## src/rtl/icache_dm.sv

```systemverilog
`default_nettype none
// +--------------------------------------------------------------------------+
// | icache_dm : direct-mapped instruction cache, zero-latency hit, word fill |
// | Optional ICACHE_STATS_EN adds hit/miss counters.           Rev 1.0       |
// +--------------------------------------------------------------------------+
module icache_dm #(
  parameter int LINES = 16,
  parameter int WORDS = 4
) (
  input  logic        clk,
  input  logic        rst,
  input  logic [31:0] cpu_addr_i,
  input  logic        cpu_ce_i,
  output logic [31:0] cpu_inst_o,
  output logic        cpu_stall_o,
  input  logic        flush_i,
  output logic        mem_req_o,
  output logic [31:0] mem_addr_o,
  input  logic        mem_ack_i,
  input  logic [31:0] mem_data_i
`ifdef ICACHE_STATS_EN
  ,
  output logic [31:0] hit_cnt_o,
  output logic [31:0] miss_cnt_o
`endif
);

  localparam int WB = $clog2(WORDS);
  localparam int IB = $clog2(LINES);
  localparam int TB = 32 - IB - WB - 2;
  localparam logic [31:0] C_NOP = 32'h0000_0013;

  localparam logic [0:0] S_IDLE = 1'b0;
  localparam logic [0:0] S_FILL = 1'b1;

  logic [0:0]       state_q, state_d;
  logic [LINES-1:0] valid_q, valid_d;
  logic [TB-1:0]    fill_tag_q, fill_tag_d;
  logic [IB-1:0]    fill_idx_q, fill_idx_d;
  logic [WB-1:0]    cnt_q, cnt_d;
  logic             flushed_q, flushed_d;

  logic [31:0]      data_q [LINES*WORDS];
  logic [TB-1:0]    tag_q  [LINES];

  logic [TB-1:0]    req_tag;
  logic [IB-1:0]    req_idx;
  logic [WB-1:0]    req_word;
  logic             hit;
  logic             fill_start;
  logic             fill_ack;
  logic             last_ack;
  logic             unused_addr_bits;

  assign req_word         = cpu_addr_i[2 +: WB];
  assign req_idx          = cpu_addr_i[2 + WB +: IB];
  assign req_tag          = cpu_addr_i[31 -: TB];
  assign unused_addr_bits = ^cpu_addr_i[1:0];

  // A flush in the same cycle forces a miss so stale lines are never returned.
  assign hit        = cpu_ce_i && (state_q == S_IDLE) && !flush_i &&
                      valid_q[req_idx] && (tag_q[req_idx] == req_tag);
  assign fill_start = (state_q == S_IDLE) && cpu_ce_i && !hit;
  assign fill_ack   = (state_q == S_FILL) && mem_ack_i;
  assign last_ack   = fill_ack && (&cnt_q);

  always_ff @(posedge clk or posedge rst) begin
    if (rst) state_q <= S_IDLE;
    else     state_q <= state_d;
  end

  always_comb begin
    state_d = state_q;
    case (state_q)
      S_IDLE:  if (fill_start) state_d = S_FILL;
      S_FILL:  if (last_ack)   state_d = S_IDLE;
      default: state_d = S_IDLE;
    endcase
  end

  always_comb begin
    cpu_inst_o  = C_NOP;
    cpu_stall_o = 1'b0;
    mem_req_o   = 1'b0;
    mem_addr_o  = '0;
    case (state_q)
      S_IDLE: begin
        if (hit) cpu_inst_o = data_q[{req_idx, req_word}];
        cpu_stall_o = cpu_ce_i && !hit;
      end
      S_FILL: begin
        cpu_stall_o = 1'b1;
        mem_req_o   = 1'b1;
        mem_addr_o  = {fill_tag_q, fill_idx_q, cnt_q, 2'b00};
      end
      default: ;
    endcase
  end

  // A flush seen at any point of a fill keeps the refilled line invalid.
  always_comb begin
    valid_d    = valid_q;
    fill_tag_d = fill_tag_q;
    fill_idx_d = fill_idx_q;
    cnt_d      = cnt_q;
    flushed_d  = flushed_q;
    if (fill_start) begin
      fill_tag_d = req_tag;
      fill_idx_d = req_idx;
      cnt_d      = '0;
      flushed_d  = 1'b0;
    end
    if (state_q == S_FILL) begin
      if (mem_ack_i) cnt_d = cnt_q + 1'b1;
      if (flush_i)   flushed_d = 1'b1;
      if (last_ack && !flushed_q && !flush_i) valid_d[fill_idx_q] = 1'b1;
    end
    if (flush_i) valid_d = '0;
  end

  always_ff @(posedge clk or posedge rst) begin
    if (rst) begin
      valid_q    <= '0;
      fill_tag_q <= '0;
      fill_idx_q <= '0;
      cnt_q      <= '0;
      flushed_q  <= 1'b0;
    end else begin
      valid_q    <= valid_d;
      fill_tag_q <= fill_tag_d;
      fill_idx_q <= fill_idx_d;
      cnt_q      <= cnt_d;
      flushed_q  <= flushed_d;
    end
  end

  always_ff @(posedge clk) begin
    if (fill_ack) begin
      data_q[{fill_idx_q, cnt_q}] <= mem_data_i;
      if (last_ack) tag_q[fill_idx_q] <= fill_tag_q;
    end
  end

`ifdef ICACHE_STATS_EN
  logic [31:0] hit_cnt_q, miss_cnt_q;

  always_ff @(posedge clk or posedge rst) begin
    if (rst) begin
      hit_cnt_q  <= '0;
      miss_cnt_q <= '0;
    end else if (flush_i) begin
      hit_cnt_q  <= '0;
      miss_cnt_q <= '0;
    end else begin
      if (hit)        hit_cnt_q  <= hit_cnt_q + 32'd1;
      if (fill_start) miss_cnt_q <= miss_cnt_q + 32'd1;
    end
  end

  assign hit_cnt_o  = hit_cnt_q;
  assign miss_cnt_o = miss_cnt_q;
`endif

endmodule
`default_nettype wire
```

## config.mk

```make
export PLATFORM = sky130hd
export DESIGN_NAME = icache_dm
export DESIGN_NICKNAME = d
export VERILOG_FILES = /design/src/rtl/icache_dm.sv
export SDC_FILE = /design/constraint.sdc
export NUM_CORES = 2
export LEC_CHECK = 0
export CORE_UTILIZATION = 45
export CTS_BUF_LIST = sky130_fd_sc_hd__clkbuf_4 sky130_fd_sc_hd__clkbuf_8 sky130_fd_sc_hd__clkbuf_16
export DETAILED_ROUTE_END_ITERATION = 12
export GPL_TIMING_DRIVEN = 0
export PLACE_DENSITY_LB_ADDON = 0.3
export SYNTH_ARGS = -nofsm -noshare
export SYNTH_HDL_FRONTEND = slang
export SYNTH_SLANG_ARGS = --single-unit
```

## constraint.sdc

```tcl
create_clock -name clk -period 11.65 [get_ports clk]
set_input_delay 2.33 -clock clk [delete_from_list [all_inputs] [get_ports clk]]
set_output_delay 2.33 -clock clk [all_outputs]
set_load 0.1 [all_outputs]
```

After elaboration in Yosys (flattened, before gate mapping)
Memories as Yosys holds them, arrays and structs flattened. Cells that the tools add are included.

Bits in registers: 48. Memory bits (writable): 2432. Bits of input ports: 69. Output and inout bits: 66. Word-level logic and storage cells: 59. Memories kept: 2.

Memory list: data_q (words 64, bits a word 32, read ports 1, clocked after Yosys merged registers in 0, write ports 1, line 43) `logic [31:0] data_q [LINES*WORDS];`; tag_q (words 16, bits a word 24, read ports 1, clocked after Yosys merged registers in 0, write ports 1, line 44) `logic [TB-1:0] tag_q [LINES];`.

Add/sub/neg operators: 1. Magnitude comparators: 3. Equal/unequal tests: 1. Multiplexer cells: 26. Bitwise gates (word level): 2. Reduce and logical (&&, ||, !) cells: 18.

Operators by type and width (count): 32-bit two-way mux (3); 16-bit two-way mux (3); 24-bit equality test (1); 16-bit OR (1); 1-bit two-way mux (13); 1-bit logical AND (11); 4-bit by 5-bit less-than comparator with 1-bit output, second input constant (2); 2-bit two-way mux (3); 1-bit binary-select mux with 4-bit select (1); 1-bit demux with 4-bit select (1); 4-bit by 1-bit >= comparator with 1-bit output, second input constant (1); 1-bit case mux with 2 select lines (2); 2-bit AND reduction (2); 2-bit nonzero test (2); 1-bit logical NOT (3); 2-bit by 1-bit adder with 2-bit output, second input constant (1); 1-bit NOT (1).

Logic depth before layout (Yosys ltp)
Depth after elaboration: 10. Mapped depth: 14. Mapped depth without buffers: 8.

Worst setup path after synthesis
Ideal clock, no wire load.

Path type: input -> output. Start: in cpu_addr_i[4]. End: out cpu_inst_o[10]. Data arrival time: 6.364 ns. Data required time: 9.320 ns. Setup slack: 2.956 ns. Cell stages on the path: 12. Buffers on the path: 4. Path through: buf_6 -> buf_6 -> buf_4 -> mux4_2 -> nor2_1 -> nor3_1 -> o41ai_1 -> o21ai_0 -> or3_1 -> or4_4 -> clkbuf_1 -> nor2b_1.

Word-level cells in the longest chain between the ends: 6. Elaborated cells on any way between the ends: 9. Those cells by class: 1 x eq/ne; 4 x mux; 2 x reduce/logical; 2 x memory.

RTL lines: start, declared (line 12) `input logic [31:0] cpu_addr_i,`; branches (longest 4 deep; another with memory read 16 x 24 bit); 32-bit two-way mux * (line 88) `if (hit) cpu_inst_o = data_q[{req_idx, req_word}];`; 32-bit two-way mux * (line 86) `case (state_q)`; end, declared (line 14) `output logic [31:0] cpu_inst_o,`.

Mark *: on every way between the ends. The select of a mux whose other input is x is not followed.

Final worst setup path
Start: in cpu_addr_i[7]. End: out cpu_inst_o[17].

Same word-level chain as after synthesis.

==> summary.txt <==
First-pass GRT wire length: 369000 µm
Final Hold Vio Count: 0
Iter 0 DRT Violations: 6512
Clock Tree Buf Depth: 3
Crit end category: output port
Final Cycle Share: 101%
DRC: 0
Predominant post-synthesis flop cell: edfxtp_1
Gate Count Post-Synth: 4009
Largest cells by area after synthesis: edfxtp_1 (76%), mux4_2 (18%), dfrtp_1 (1.3%), clkbuf_1 (0.60%), mux2i_1 (0.58%)
Antenna violations before repair: 38
Num rows: 168
DPL Wire Length: 182000 µm
Number of global-route vias before repair: 46.4k
DRT Pass-1 Iters: 6
Mapped cell area: 95700 µm²
Crit path max fanout: 10
Area Growth Syn to Fin: 16.2%
Die width: 463 µm
Gr usage total: 24.8%
Storage cell area: 74200 µm²
Slew Limit Fails: 0
Most common cell after layout, fill and taps aside: edfxtp_1
Largest net degree at the start of global routing: 57
Initial Util: 45.5%
Ports: 135
Failing checks: negative setup slack
Synth top area share: 76.3%
Sequential fraction of the synthesis area: 77.6%
Non-Filler Instances: 7537
Die Ht: 463 µm
Switching Power: 5.37 mW
YS warnings: 0
Most frequent cells in the layout: edfxtp_1 (2432), mux4_2 (745), clkbuf_16 (237)
Vias per Instance: 6.20
Slew @ Worst Pin: 1470 ps
Post-synth top area cell: edfxtp_1
Dpl cell area: 104000 µm²
Switch share: 26.1%
Status: finished with violations
Syn Area/Cell: 23.9 µm²
CP startpoint kind: input pin
Asr flop ratio synth: 1.94%
Post-CTS Setup Inserts: 0
Placed insts: 7082
Port bufs: 126
Slew margin rel.: 1.78%
Clk_lat worst skew: 870 ps
Post-synth EDFFs: 2432
Unrepaired setup endpoints after global routing: no
Distinct cells, synth: 67
Core region area: 210000 µm²
Hold WC Path Type: flop to flop
# nets final: 4585
Arrival @ worst endpoint: 9400 ps
Die area: 214000 µm²
Fillers: 15.8k
Peak VDD IR: 0.000338 V
Grt total ovfl: 0
Worst Path Required: 9320 ps
Placer Congestion: 0.879
Fin area: 111000 µm²
Critical path type: input pin to output port
PD cells: 185 nW/µm²
Vias: 46.7k
R2R Setup Slk: 7240 ps
Routed WL: 266000 µm
Combinational Power Share: 12.3%
CTS root buffer: clkbuf_16
Routed len/inst: 35.4 µm
Fin Hold WS: 503 ps
Area of the multi-input gates: 21100 µm²
Layout cells sized above 1: 31.4%
Clock share of power: 36.0%
Final ANT Viol Nets: 0
Crit path time final: 11730 ps
H-tree Lvls: 4
Pleak: 34.5 nW
Num CTS Buffers: 233
Clock sinks: 2480
Int Power: 15.2 mW
FF+latch count, synth: 2480
Clock tree from TritonCTS: built
# setup viols final: 3
Max-Cap Viols: 0
Seq pwr share: 51.7%
Clock slew at reported path FFs: 60 ps
Worst Skew: 43.1 ps
Fmax: 85.3 MHz
PnR worst setup slack: -78.7 ps
Dpl ws: -614 ps
## cell type report
cell class,count,area share [%]
flip-flops and latches,2480,66.8
multi-input cells,1307,19.0
clock buffers,292,5.70
repair buffers,270,3.51
well taps,2805,3.16
clock inverters,142,0.989
plain buffers,216,0.855
diodes,18,0.0405
inverters,7,0.0236
## cell families after synthesis
logic type / count (synthesis) / synth area share, %
and+or+nand+nor: 344 / 1.96
xor gates and xnor gates: 11 / 0.101
DFF: 2480 / 77.6
adders and majority gates: 1 / 0.0131
other: 1 / 0.00392
buffers and inverters: 223 / 0.995
AOI/OAI and AO/OA: 106 / 0.736
muxes: 843 / 18.6
## per-layer routing
metal	GRT usage [%]	wire, µm	vias to the layer above
met5	0	201	-
met4	10.9	12700	22
met3	5.20	25200	513
met2	40.1	130000	2634
met1	32.7	98100	25200
li1	-	-	18300
## cell usage after synthesis (all sizes together), types with 3 or more instances
library cell     n
edfxtp        2432
mux4           745
clkbuf         152
nor2           107
buf             64
mux2i           55
dfrtp           48
mux2            43
nor2b           40
a21oi           33
and2            33
nand2           30
a22oi           21
nand3           19
nor3            18
nand2b          17
nor4            11
o21ai           11
o22ai            9
and4             8
nand4            8
nor4b            8
a211o            6
inv              6
or2              6
xnor2            6
and3             5
nand3b           5
or3              5
xor2             5
a2111oi          4
and3b            4
nand4b           4
or4              4
nor3b            3
o21a             3
## final timing paths
kind	from	to	depth (start not counted)
max	cpu_addr_i[7]	cpu_inst_o[17]	14
max in group asynchronous	rst	cnt_q[0]	3
min in group asynchronous	rst	fill_tag_q[12]	2
min reg2reg	valid_q[1]	valid_q[1]	2
min	valid_q[1]	valid_q[1]	2
max reg2reg	state_q	data_q[48][15]	8
## registers in the layout, indices dropped and copies added, names as in the netlist
name and count:
cnt_q 2, data_q 2048, fill_idx_q 4, fill_tag_q 24
flushed_q 1, state_q 1, tag_q 384, valid_q 16
## stage by stage
step           total power, mW  TNS, ps  utilization (%)
2_1_floorplan             12.1        0                -
3_3_place_gp              13.1   -15100             47.7
3_5_place_dp              13.3    -5580             49.3
4_1_cts                   20.6        0             52.8
5_1_grt                   21.1        0             52.8
6_report                  20.6     -144             52.9
## power by group through the flow
| stage | Clock, mW | Sequential (mW) | Combinational, mW |
|---|---|---|---|
| floorplan | 0 | 10.7 | 1.41 |
| global placement | 0 | 10.9 | 2.28 |
| detailed placement | 0 | 10.8 | 2.51 |
| CTS | 7.48 | 10.6 | 2.51 |
| global route | 7.81 | 10.7 | 2.59 |
| finish | 7.42 | 10.7 | 2.53 |
## repair_timing
item	in CTS	in global routing
setup endpoints to repair	23	0
hold buffers	0	0
gates resized for setup	5	0
## worst max-delay path, stage by stage
cell,delay (ps)
clkdlybuf4s50_1,490
buf_2,290
buf_2,390
buf_1,740
clkbuf_1,730
nor2_1,100
nand3_1,110
nor4b_1,670
nand4_1,180
a211o_1,270
or4_4,580
clkbuf_1,480
nor2b_1,710
clkdlybuf4s50_1,1270
Note: power is estimated with default switching activity, not from simulation.
